## src/rtl/result_serializer.sv

```systemverilog
// result_serializer: FIFO-buffered MSB-first serializer of 2*N-bit result words
// Ports: clk/reset (async, active-high); in_data/in_valid/in_ready push side;
// ser_bit/ser_valid/ser_last/ser_ready serial side; full/empty FIFO status.
module result_serializer #(
  parameter int N = 24,
  parameter int DEPTH = 4
) (
  input  logic           clk,
  input  logic           reset,
  input  logic [2*N-1:0] in_data,
  input  logic           in_valid,
  output logic           in_ready,
  input  logic           ser_ready,
  output logic           ser_valid,
  output logic           ser_bit,
  output logic           ser_last,
  output logic           full,
  output logic           empty
);
  localparam int W = 2 * N;
  localparam int AW = $clog2(DEPTH);
  localparam int CW = $clog2(W);
  localparam logic [CW-1:0] LAST = CW'(W - 1);
  typedef enum logic {IDLE, SHIFT} state_t;
  state_t state_q, state_d;
  logic [W-1:0] mem [DEPTH];
  logic [W-1:0] sr_q, sr_d;
  logic [CW-1:0] bit_cnt_q, bit_cnt_d;
  logic [AW-1:0] wr_q, wr_d, rd_q, rd_d;
  logic [AW:0] fifo_cnt_q, fifo_cnt_d;
  logic push, pop, load_slot;
  assign full = fifo_cnt_q == (AW+1)'(DEPTH);
  assign empty = fifo_cnt_q == '0;
  assign in_ready = !full;
  assign push = in_valid && in_ready;
  assign ser_valid = state_q == SHIFT;
  assign ser_bit = ser_valid && sr_q[W-1];
  assign ser_last = ser_valid && bit_cnt_q == '0;
  // A new word may be loaded from IDLE, or right as the last bit is taken so
  // consecutive words stream without a gap.
  assign load_slot = state_q == IDLE || (ser_ready && bit_cnt_q == '0);
  always_comb begin
    state_d = state_q;
    sr_d = sr_q;
    bit_cnt_d = bit_cnt_q;
    pop = 1'b0;
    if (load_slot) begin
      pop = !empty;
      state_d = empty ? IDLE : SHIFT;
      sr_d = empty ? sr_q : mem[rd_q];
      bit_cnt_d = empty ? bit_cnt_q : LAST;
    end else if (ser_ready) begin
      sr_d = {sr_q[W-2:0], 1'b0};
      bit_cnt_d = bit_cnt_q - CW'(1);
    end
    wr_d = wr_q + AW'(push);
    rd_d = rd_q + AW'(pop);
    fifo_cnt_d = fifo_cnt_q + (AW+1)'(push) - (AW+1)'(pop);
  end
  always_ff @(posedge clk or posedge reset) begin
    if (reset) begin
      state_q <= IDLE;
      sr_q <= '0;
      bit_cnt_q <= '0;
      wr_q <= '0;
      rd_q <= '0;
      fifo_cnt_q <= '0;
    end else begin
      state_q <= state_d;
      sr_q <= sr_d;
      bit_cnt_q <= bit_cnt_d;
      wr_q <= wr_d;
      rd_q <= rd_d;
      fifo_cnt_q <= fifo_cnt_d;
    end
  end
  always_ff @(posedge clk) begin
    if (push) mem[wr_q] <= in_data;
  end
endmodule
```

## config.mk

```make
export PLATFORM = sky130hd
export DESIGN_NAME = result_serializer
export DESIGN_NICKNAME = d
export VERILOG_FILES = /design/src/rtl/result_serializer.sv
export SDC_FILE = /design/constraint.sdc
export NUM_CORES = 1
export LEC_CHECK = 0
export CORE_MARGIN = 10
export CORE_UTILIZATION = 33
export DETAILED_ROUTE_END_ITERATION = 10
export PLACE_DENSITY = 0.62
export SYNTH_ARGS = -nofsm -noshare
export SYNTH_HDL_FRONTEND = slang
export SYNTH_SLANG_ARGS = --single-unit
```

## constraint.sdc

```tcl
create_clock -name clk -period 5.31 [get_ports clk]
set_clock_uncertainty 0.2 [all_clocks]
set_input_delay 1.593 -clock clk [delete_from_list [all_inputs] [get_ports clk]]
set_output_delay 1.593 -clock clk [all_outputs]
set_load 0.005 [all_outputs]
```

# Word level (Yosys, flattened, before mapping)
# Memory sizes are Yosys's and may differ from the RTL's.
# Cells that the tools add are included.
[totals] ram_bits=192 register_bits=62 mem_count=1
[mem_list] name="mem" words=4 word_bits=48 rd=1 rd_clocked_by_memory_dff=0 write_ports=1 line="26" rtl="logic [W-1:0] mem [DEPTH];"
[classes] bitwise=1 n_eq_ne=2 muxes=10 reduce_logical=11 addsub=5
[op_table] cell="48-bit two-way mux" count=3
[op_table] cell="6-bit two-way mux" count=3
[op_table] cell="6-bit logical NOT" count=1
[op_table] cell="6-bit by 1-bit subtractor with 6-bit output (second input constant)" count=1
[op_table] cell="2-bit by 1-bit adder with 2-bit output" count=2
[op_table] cell="1-bit logical AND" count=4
[op_table] cell="1-bit two-way mux" count=4
[op_table] cell="3-bit by 1-bit adder with 3-bit output" count=1
[op_table] cell="3-bit equality test (second input constant)" count=1
[op_table] cell="3-bit logical NOT" count=1
[op_table] cell="3-bit by 1-bit subtractor with 3-bit output" count=1
[op_table] cell="1-bit logical NOT" count=2
[op_table] cell="2-bit != test (second input constant)" count=1
[op_table] cell="2-bit AND reduction" count=1
[op_table] cell="2-bit nonzero test" count=1
[op_table] cell="1-bit logical OR" count=1
[op_table] cell="1-bit NOT" count=1

# Logic depth before layout (Yosys ltp)
# Gate-level depths: netlist of the first run.
[depth] word_depth=5 ltp_mapped=12 ltp_nobuf=11

# Least setup slack after synthesis of the first run
# No wires, ideal clock.
[synth_path] path_type="in2reg" startpoint="input port in_valid" endpoint="memory mem[0][0] (netlist name) (enable)" slack_ps=-905 stages=3 required_ps=4587 arrival_time_ps=5493 path_buffers=1 setup_ps=523 cell_sequence="nor2b_1 -> clkbuf_1 -> nor3b_1"
[synth_between] elab_chain_cells=3
[synth_rtl] element="start: declaration" line="11" rtl="input logic in_valid,"
[synth_rtl] element="1-bit logical AND" line="35" rtl="assign push = in_valid && in_ready;"
[synth_rtl] element="1-bit two-way mux" line="78" rtl="if (push) mem[wr_q] <= in_data;"
[synth_rtl] element="1-bit two-way mux (not written as such)" line="78"
[synth_rtl] element="end: declaration" line="26"
# No other way between the ends.

# Worst setup path after layout of the first run
[layout_path] startpoint="register bit_cnt_q[0]" endpoint="output port ser_last"
[layout_between] elab_chain_cells=2
[layout_rtl] element="start: declaration" line="28" rtl="logic [CW-1:0] bit_cnt_q, bit_cnt_d;"
[layout_rtl] element="start signal: assignment" line="71" rtl="bit_cnt_q <= bit_cnt_d;"
[layout_rtl] element="6-bit logical NOT" line="38" rtl="assign ser_last = ser_valid && bit_cnt_q == '0;"
[layout_rtl] element="1-bit logical AND" line="38"
[layout_rtl] element="end: declaration" line="16" rtl="output logic ser_last,"
# No other way between the ends.

==> results of run 1 <==
## cell type report
type / count / area share
timing repair buffer: 67 / 0.0563
sequential: 254 / 0.614
clock inverter: 9 / 0.00619
antenna: 1 / 0.000210
clock buffer: 39 / 0.0621
tap: 390 / 0.0409
inverter: 11 / 0.00346
multi-input combinational: 202 / 0.217
## cells in the final DEF (no fill, tap or decap), drive strengths merged
cell / n
nor3: 2
nand4: 1
xor2: 1
or2b: 1
and3: 2
o211ai: 1
fa: 1
o21a: 1
or3: 2
xnor2: 5
dfrtp: 62
nor3b: 1
ha: 4
bufinv: 1
mux4: 48
nor2b: 2
o221ai: 1
a32o: 1
nand3: 3
clkinv: 7
a21oi: 3
clkdlybuf4s50: 57
and2: 2
buf: 10
edfxtp: 192
inv: 12
nor2: 7
clkbuf: 39
o41ai: 1
nand2: 10
mux2: 94
a21o: 1
a21boi: 1
o31ai: 3
diode: 1
o21ai: 3
## state kept, by name (all words and copies together) (netlist names)
signal      cells
bit_cnt_q       6
fifo_cnt_q      3
mem           192
rd_q            2
ser_valid       1
sr_q           48
wr_q            2
## power by group through the flow
stage | registers, W | clock network [W] | logic, W
5_1_grt | 0.00292 | 0.00185 | 0.00106
6_report | 0.00286 | 0.00172 | 0.000970
3_5_place_dp | 0.00292 | 0 | 0.000988
3_3_place_gp | 0.00288 | 0 | 0.000957
4_1_cts | 0.00288 | 0.00177 | 0.000995
2_1_floorplan | 0.00275 | 0 | 0.000801
## routing by layer
metal | part of all wire | wire length, microns
met5 | 0 | 0
met3 | 0.037 | 696
met1 | 0.43 | 8070
met2 | 0.51 | 9600
met4 | 0.028 | 531
## logic make-up after synthesis
| family | share of synthesized area |
|---|---|
| muxes | 0.212 |
| adders and majority gates | 0.00695 |
| xor gates and xnor gates | 0.00521 |
| DFF | 0.725 |
| and+or+nand+nor | 0.0165 |
| buffers and inverters | 0.0216 |
| AOI/OAI and AO/OA | 0.0123 |
## path summary, 6_finish.rpt
path | start | endpoint | cells past startpoint
worst max-delay path | bit_cnt_q[0]$_DFFE_PP0P_ | ser_last | 5
worst min-delay path | sr_q[27]$_DFFE_PP0P_ | sr_q[27]$_DFFE_PP0P_ | 1
worst max register to register | bit_cnt_q[0]$_DFFE_PP0P_ | sr_q[47]$_DFFE_PP0P_ | 7
worst min register to register | sr_q[27]$_DFFE_PP0P_ | sr_q[27]$_DFFE_PP0P_ | 1
max in group asynchronous | reset | rd_q[0]$_DFF_PP0_ | 3
min in group asynchronous | reset | sr_q[44]$_DFFE_PP0P_ | 2
## critical path, stage by stage, from the launching register on
cell and delay, ps:
dfrtp_1 430, inv_1 120, ha_1 170, nor2b_1 160, and3_1 180, clkdlybuf4s50_1 510
## stage by stage
stage               std cells  utilization  setup slack, ps  hold slack (ps)  total power [W]
floorplan                 491            -              649              250          0.00355
global placement          924        0.372             1210              272          0.00384
detailed placement        924        0.372             1190              278          0.00391
CTS                       972        0.399             1390              292          0.00564
global route              973        0.399             1330              315          0.00583
finish                    973        0.399             1440              293          0.00556
==> results_dict.tcl, run 1 <==
set metrics [dict create \
    dr.pass1.iters 4 \
    ys_seq_area_frac 0.725 \
    path_clk_slew_ps 60 \
    reg2reg_slack_ps 2310 \
    cts_buffers 26 \
    syn_to_final_growth_pct 18.2 \
    p_switching_w 0.00141 \
    critPathKind "reg -> out" \
    sw_frac_of_total 0.254 \
    finalHoldViolCount 0 \
    ys_top_cells_by_area "edfxtp_1, dfrtp_1, mux4_2, mux2_2, mux2_1" \
    relSlewSlack 0.291 \
    die_h_microns 195 \
    multiInputGateArea_sq_um 2580 \
    initial_core_util 0.338 \
    syn_nets 548 \
    dp_hpwl_mm 11.5 \
    clk_path_buf_depth 3 \
    ctsHoldBuffers 0 \
    clk_latency_ps 520 \
    vias_per_cell 4.87 \
    grt_max_degree 51 \
    antenna_found_initial 1 \
    ys_async_sr_fraction 0.244 \
    dpl_cell_area_sq_um 11100 \
    endpoint_kind "output port" \
    grt_overflow 0 \
    drt_iter0_markers 241 \
    cts-root-buf "clkbuf_16" \
    use_met2 0.168 \
    status "complete, no violations" \
    timing.fmax_mhz 258 \
    synth_ff_type "edfxtp_1" \
    cts-htree-levels 1 \
    tns_ps 0 \
    path_max_fanout 5 \
    grt_use_total 0.0979 \
    fin_area_sq_um 11900 \
    synthCells 491 \
    drt-total-wl_mm 18.9 \
    synth_enable_flop_cells 192 \
    startpoint_type "flip-flop" \
    grt_busiest_layer "met2" \
    synth_cell_types 38 \
    ys_ff_latch 254 \
    tightest_slew_ps 1060 \
    period_share 0.730 \
    p_int_w 0.00415 \
    rsz0062_at_grt "false" \
    synth_top_area_frac 0.572 \
    synth_top_area_cell "edfxtp_1" \
    drive_gt1_frac 0.313 \
    met1_usage 0.122 \
    core-area_sq_um 29900 \
    crit_arrival_ps 2080 \
    syn_area_sq_um 10100 \
    drv_slew 0 \
    wire_per_inst_microns 19.4 \
    cts_sinks 254 \
    gp_congestion 0.697 \
    detail-route-antenna-nets 0 \
    post-cts-setup-buffers 0 \
    ctsResizeCount 0 \
    ys_warn_count 0 \
    seq_power_share 0.515 \
    finalCriticalPeriod_ps 3870 \
    die_x_microns 195 \
    max_cap_violations 0 \
    crit_required_ps 3520 \
    grt_use_met3 0.0205 \
    drc_errors 0 \
    grt_pass1_vias 5196 \
    leakagePower_nw 4.26 \
    ir_drop_v 0.000226 \
    synth.most_common_cell "edfxtp_1" \
    portBuffers 57 \
    die_area_sq_um 38000 \
    comb_power_share 0.175 \
    cts_tree "done" \
    power_frac_clock 0.310 \
    via_count 4735 \
    fillCellCount 2689 \
    synth_common_cells "edfxtp_1, mux2_2, dfrtp_1" \
    final_nets 619 \
    synth_area_per_cell_sq_um 20.5 \
    row_count 63 \
    setup_viol 0 \
    grt_pass1_wl_mm 29.9 \
    hp-class "reg -> reg" \
    ios 58 \
    register_area_sq_um 7320 \
    power_density_nw_per_um2 466 \
]
Note: power is estimated with default switching activity, not from simulation.
==> run 2: changes to the inputs <==
--- a/config.mk
+++ b/config.mk
@@ -8,7 +8,7 @@
 export CORE_MARGIN = 10
 export CORE_UTILIZATION = 33
 export DETAILED_ROUTE_END_ITERATION = 10
-export PLACE_DENSITY = 0.62
+export PLACE_DENSITY = 0.6
 export SYNTH_ARGS = -nofsm -noshare
 export SYNTH_HDL_FRONTEND = slang
 export SYNTH_SLANG_ARGS = --single-unit
==> constraint.sdc (replaced) <==
create_clock -name clk -period 3.62 [get_ports clk]
set_clock_uncertainty 0.2 [all_clocks]
set_input_delay 1.086 -clock clk [delete_from_list [all_inputs] [get_ports clk]]
set_output_delay 1.086 -clock clk [all_outputs]
set_load 0.005 [all_outputs]
==> run 2 against run 1 <==
Against the previous run:
- total power is 47% higher
- design area increased by 0.63%
- first-iteration DRC count decreased by 15%
- count of clock-buffer cells in the layout is 1 higher
- largest cell class unchanged
==> results_dict.tcl, run 2 (synthesis results as in run 1) <==
set metrics [dict create \
    drive_gt1_frac 0.315 \
    drc_errors 0 \
    clk_latency_ps 510 \
    path_clk_slew_ps 60 \
    cts_sinks 254 \
    wire_per_inst_microns 19.3 \
    whs_path_depth 1 \
    reg2reg_slack_ps 820 \
    worst_slack_ps 296 \
    tns_ps 0 \
    gp_congestion 0.658 \
    setup_viol 0 \
    dpl_cell_area_sq_um 11200 \
    reg_top3 "mem x192, sr_q x48, bit_cnt_q x6" \
    critPathKind "reg -> out" \
    drv_slew 0 \
    detail-route-antenna-nets 0 \
    grt_pass1_vias 5246 \
    critPathCapture "ser_last" \
    vias_per_cell 4.79 \
    place_ws_ps 190 \
    ios 58 \
    status "complete, no violations" \
    r2r-start "bit_cnt_q[0]$_DFFE_PP0P_" \
    grt_pass1_wl_mm 29.9 \
    cts_tree "done" \
    power_density_nw_per_um2 679 \
    dr.pass1.iters 4 \
    final_nets 620 \
    syn_to_final_growth_pct 18.9 \
    leakagePower_nw 4.28 \
    final_common_cell "edfxtp_1" \
    path_max_fanout 8 \
    dp_hpwl_mm 10.9 \
    timing.fmax_mhz 301 \
    cts-htree-levels 1 \
    ctsResizeCount 0 \
    crit_arrival_ps 2040 \
    startpoint_type "flip-flop" \
    ir_drop_v 0.000374 \
    r2r_end "fifo_cnt_q[2]$_DFF_PP0_" \
    cts-root-buf "clkbuf_16" \
    crit_start "bit_cnt_q[2]$_DFFE_PP0P_" \
    portBuffers 57 \
    die_x_microns 195 \
    relSlewSlack 0.565 \
    die_h_microns 195 \
    crit_required_ps 2330 \
    fin_area_sq_um 12000 \
    final_cell_mix "edfxtp_1, mux2_2, dfrtp_1" \
    endpoint_kind "output port" \
    rsz0062_at_grt "false" \
    finalHoldViolCount 0 \
    via_count 4654 \
    cts_buffers 25 \
    clk_path_buf_depth 3 \
    max_cap_violations 0 \
    hp-class "reg -> reg" \
    largest_register "mem" \
    worstRegToRegCells 11 \
    ctsHoldBuffers 0 \
    core-area_sq_um 29900 \
    initial_core_util 0.338 \
    fillCellCount 2630 \
    grt_max_degree 63 \
    antenna_found_initial 1 \
    grt_use_total 0.0982 \
    period_share 0.918 \
    finalCriticalPeriod_ps 3320 \
    largest_reg_flops 192 \
    grt_overflow 0 \
    tightest_slew_ps 652 \
    row_count 63 \
    drt_iter0_markers 206 \
    drt-total-wl_mm 18.8 \
    die_area_sq_um 38000 \
    post-cts-setup-buffers 0 \
    fin_total_pwr_w 0.00815 \
]
## run 2: layer usage
metal | track usage | up-vias | part of all wire
met5 | 0 | - | 0
met4 | 0.0273 | 0 | 0.026
met3 | 0.0188 | 31 | 0.034
met2 | 0.175 | 74 | 0.51
met1 | 0.118 | 2452 | 0.43
li1 | - | 2097 | -
## run 2: critical path, cell delays in order (launching register included)
cell and delay [ps]:
dfrtp_1 470, nor3_1 350, and3_1 210, clkdlybuf4s50_1 510
## run 2: worst min-delay path by stage
stage	from	end	slack, ps
finish	sr_q[28]$_DFFE_PP0P_	sr_q[28]$_DFFE_PP0P_	290
global route	sr_q[18]$_DFFE_PP0P_	sr_q[18]$_DFFE_PP0P_	300
CTS	sr_q[28]$_DFFE_PP0P_	sr_q[28]$_DFFE_PP0P_	290
detailed placement	sr_q[28]$_DFFE_PP0P_	sr_q[28]$_DFFE_PP0P_	270
global placement	sr_q[18]$_DFFE_PP0P_	sr_q[18]$_DFFE_PP0P_	270
floorplan	sr_q[47]$_DFFE_PP0P_	sr_q[47]$_DFFE_PP0P_	250
## run 2: through the flow
| stage | cells | util | hold slack (ps) |
|---|---|---|---|
| 2_1_floorplan | 491 | - | 250 |
| 3_3_place_gp | 926 | 0.375 | 270 |
| 3_5_place_dp | 926 | 0.375 | 272 |
| 4_1_cts | 971 | 0.401 | 291 |
| 5_1_grt | 972 | 0.402 | 305 |
| 6_report | 972 | 0.402 | 292 |
## run 2: layout make-up
class                      count  area [sq um]  share of cell area
tap                          390           488              0.0407
clock inverter                 5          47.5             0.00396
clock buffer                  40           752              0.0627
sequential                   254          7320               0.610
antenna                        1          2.50            0.000209
inverter                      11          41.3             0.00344
timing repair buffer          69           761              0.0634
multi-input combinational    202          2580               0.215
## run 2: power by group
group | switching [W] | internal [W] | total [W]
clock | 0.00101 | 0.00148 | 0.00249
sequential | 0.000323 | 0.00381 | 0.00413
combinational | 0.000694 | 0.000826 | 0.00152
==> run 3: changes to the inputs <==
--- a/config.mk
+++ b/config.mk
@@ -5,6 +5,7 @@
 export SDC_FILE = /design/constraint.sdc
 export NUM_CORES = 1
 export LEC_CHECK = 0
+export ABC_AREA = 1
 export CORE_MARGIN = 10
 export CORE_UTILIZATION = 33
 export DETAILED_ROUTE_END_ITERATION = 10
==> run 3 against run 2 <==
Against the previous run:
- global-route usage is 1.9 points higher
- worst setup slack worse by 49 ps
- sequential power is 2% higher
- utilization is 1.1 points lower
- combinational power is 96% higher
- via count is 61% higher
- register-to-register slack better by 310 ps
- clock power is 2% lower
==> results_dict.tcl, run 3 <==
set metrics [dict create \
    status "complete, no violations" \
    insertedDiodeCount 0 \
    synth_top_area_frac 0.526 \
    drc_errors 0 \
    clk_latency_ps 510 \
    path_clk_slew_ps 60 \
    endpoint_kind "output port" \
    gp_congestion 0.738 \
    synth_cell_types 26 \
    final_common_cell "nand2_1" \
    grt_max_degree 83 \
    ctsHoldBuffers 0 \
    die_h_microns 202 \
    dp_hpwl_mm 13.2 \
    cts-root-buf "clkbuf_16" \
    ys_warn_count 0 \
    ys_seq_area_frac 0.667 \
    rsz0062_at_grt "false" \
    drt_iter0_markers 679 \
    via_count 7491 \
    ios 58 \
    synth_area_per_cell_sq_um 9.79 \
    synth_enable_flop_cells 192 \
    worst_slack_ps 247 \
    portBuffers 57 \
    dr.pass1.iters 5 \
    vias_per_cell 4.64 \
    ys_top_cells_by_area "edfxtp_1, nand2_1, dfrtp_1, nand3_1, inv_1" \
    cts-htree-levels 1 \
    leakagePower_nw 5.56 \
    finalCriticalPeriod_ps 3370 \
    core-area_sq_um 32700 \
    antenna_found_initial 2 \
    timing.fmax_mhz 297 \
    critPathKind "reg -> out" \
    crit_arrival_ps 2090 \
    path_max_fanout 7 \
    syn_to_final_growth_pct 16.5 \
    ir_drop_v 0.000349 \
    grt_pass1_wl_mm 40.0 \
    p_switching_w 0.00334 \
    row_count 66 \
    crit_required_ps 2330 \
    synth.most_common_cell "nand2_1" \
    syn_nets 1177 \
    synth_top_area_cell "edfxtp_1" \
    grt_use_total 0.118 \
    fillCellCount 3216 \
    cp_cell_sequence "inv_1 -> ha_1 -> nand3_1 -> nor2_1 -> clkdlybuf4s50_1" \
    detail-route-antenna-nets 0 \
    synth_ff_type "edfxtp_1" \
    die_area_sq_um 40900 \
    ys_async_sr_fraction 0.244 \
    relSlewSlack 0.279 \
    dpl_cell_area_sq_um 12000 \
    tns_ps 0 \
    cts_tree "done" \
    place_ws_ps 345 \
    drv_slew 0 \
    cts_sinks 254 \
    hp-class "reg -> reg" \
    drive_gt1_frac 0.0571 \
    max_cap_violations 0 \
    finalHoldViolCount 0 \
    largest_reg_flops 192 \
    synth_common_cells "nand2_1, edfxtp_1, nand3_1" \
    drt-total-wl_mm 24.3 \
    p_int_w 0.00628 \
    max_stage_delay_ps 510 \
    period_share 0.932 \
    final_cell_mix "nand2_1, edfxtp_1, nand3_1" \
    crit_path_top_delay_cell "clkdlybuf4s50_1" \
    reg_top3 "mem x192, sr_q x48, bit_cnt_q x6" \
    synthCells 1120 \
    tightest_slew_ps 1080 \
    die_x_microns 202 \
    sw_frac_of_total 0.347 \
    grt_pass1_vias 7488 \
    post-cts-setup-buffers 0 \
    power_density_nw_per_um2 753 \
    setup_viol 0 \
    final_nets 1212 \
    startpoint_type "flip-flop" \
    syn_area_sq_um 11000 \
    cts_buffers 25 \
    clk_path_buf_depth 3 \
    largest_register "mem" \
    grt_overflow 0 \
    ys_ff_latch 254 \
    initial_core_util 0.335 \
    ctsResizeCount 0 \
    wire_per_inst_microns 15.0 \
    comb_power_share 0.310 \
    power_frac_clock 0.253 \
    seq_power_share 0.437 \
    fin_area_sq_um 12800 \
]
-- run 3: changes by cell type after synthesis, sizes merged, moves of 28 or more --
cell / before / now
mux4: 48 / 0
nand3: 3 / 106
mux2: 94 / 0
nor2: 7 / 57
buf: 15 / 43
inv: 11 / 68
o21ai: 3 / 49
nand2: 10 / 499
-- run 3: area by class of cell --
| type | count | area, sq um | area share |
|---|---|---|---|
| Inverter | 68 | 255 | 0.0200 |
| Multi-Input combinational cell | 733 | 3120 | 0.244 |
| Clock buffer | 32 | 682 | 0.0534 |
| Clock inverter | 13 | 82.6 | 0.00646 |
| Timing Repair Buffer | 73 | 766 | 0.0599 |
| Sequential cell | 254 | 7320 | 0.573 |
| Tap cell | 442 | 553 | 0.0433 |
-- run 3: final timing paths --
path	start	endpoint	slack, ps	cells after the start
setup / recovery	bit_cnt_q[0]$_DFFE_PP0P_	ser_last	250	5
min in group asynchronous	reset	fifo_cnt_q[1]$_DFF_PP0_	770	3
hold / removal	bit_cnt_q[0]$_DFFE_PP0P_	bit_cnt_q[0]$_DFFE_PP0P_	290	2
hold reg to reg	bit_cnt_q[0]$_DFFE_PP0P_	bit_cnt_q[0]$_DFFE_PP0P_	290	2
max in group asynchronous	reset	rd_q[0]$_DFF_PP0_	2140	3
setup reg to reg	ser_valid$_DFFE_PP0N_	fifo_cnt_q[2]$_DFF_PP0_	1130	8
-- run 3: power groups by stage --
stage / logic (W) / registers (W) / clock network, W
2_1_floorplan: 0.00219 / 0.00420 / 0
3_3_place_gp: 0.00297 / 0.00423 / 0
3_5_place_dp: 0.00304 / 0.00425 / 0
4_1_cts: 0.00305 / 0.00420 / 0.00250
5_1_grt: 0.00346 / 0.00427 / 0.00262
6_report: 0.00298 / 0.00420 / 0.00244
-- run 3: logic make-up (layout without fill, tap and decap cells) --
kind of cell	count (synthesis)	in the layout	share of synthesized area
adders and majority gates	5	5	0.00639
and+or+nand+nor	671	671	0.245
AOI/OAI and AO/OA	51	51	0.0236
xor gates and xnor gates	6	6	0.00479
DFF	254	254	0.667
buffers and inverters	133	186	0.0532
-- run 3: metrics by stage --
step	hold WS, ps	total power, W	std cells	utilization
global placement	262	0.00721	1570	0.367
CTS	299	0.00975	1615	0.391
global route	325	0.0104	1615	0.391
floorplan	249	0.00639	1120	-
finish	292	0.00962	1615	0.391
detailed placement	282	0.00730	1570	0.367
-- run 3: worst max-delay path: cells and delay by family (launching register included) --
kind	cells	cell delay, ps
adder cells (fa/ha/maj)	1	220
buffers and inverters	2	690
flip-flops	1	380
AND/OR/NAND/NOR	2	290
-- run 3: layer usage --
metal,vias to the layer above,wire [microns],track usage,share of wire
li1,3693,-,-,-
met1,3629,11500,0.159,0.47
met2,130,11100,0.187,0.46
met3,35,1340,0.0283,0.055
met4,4,382,0.0258,0.016
met5,-,31,0,0.0013
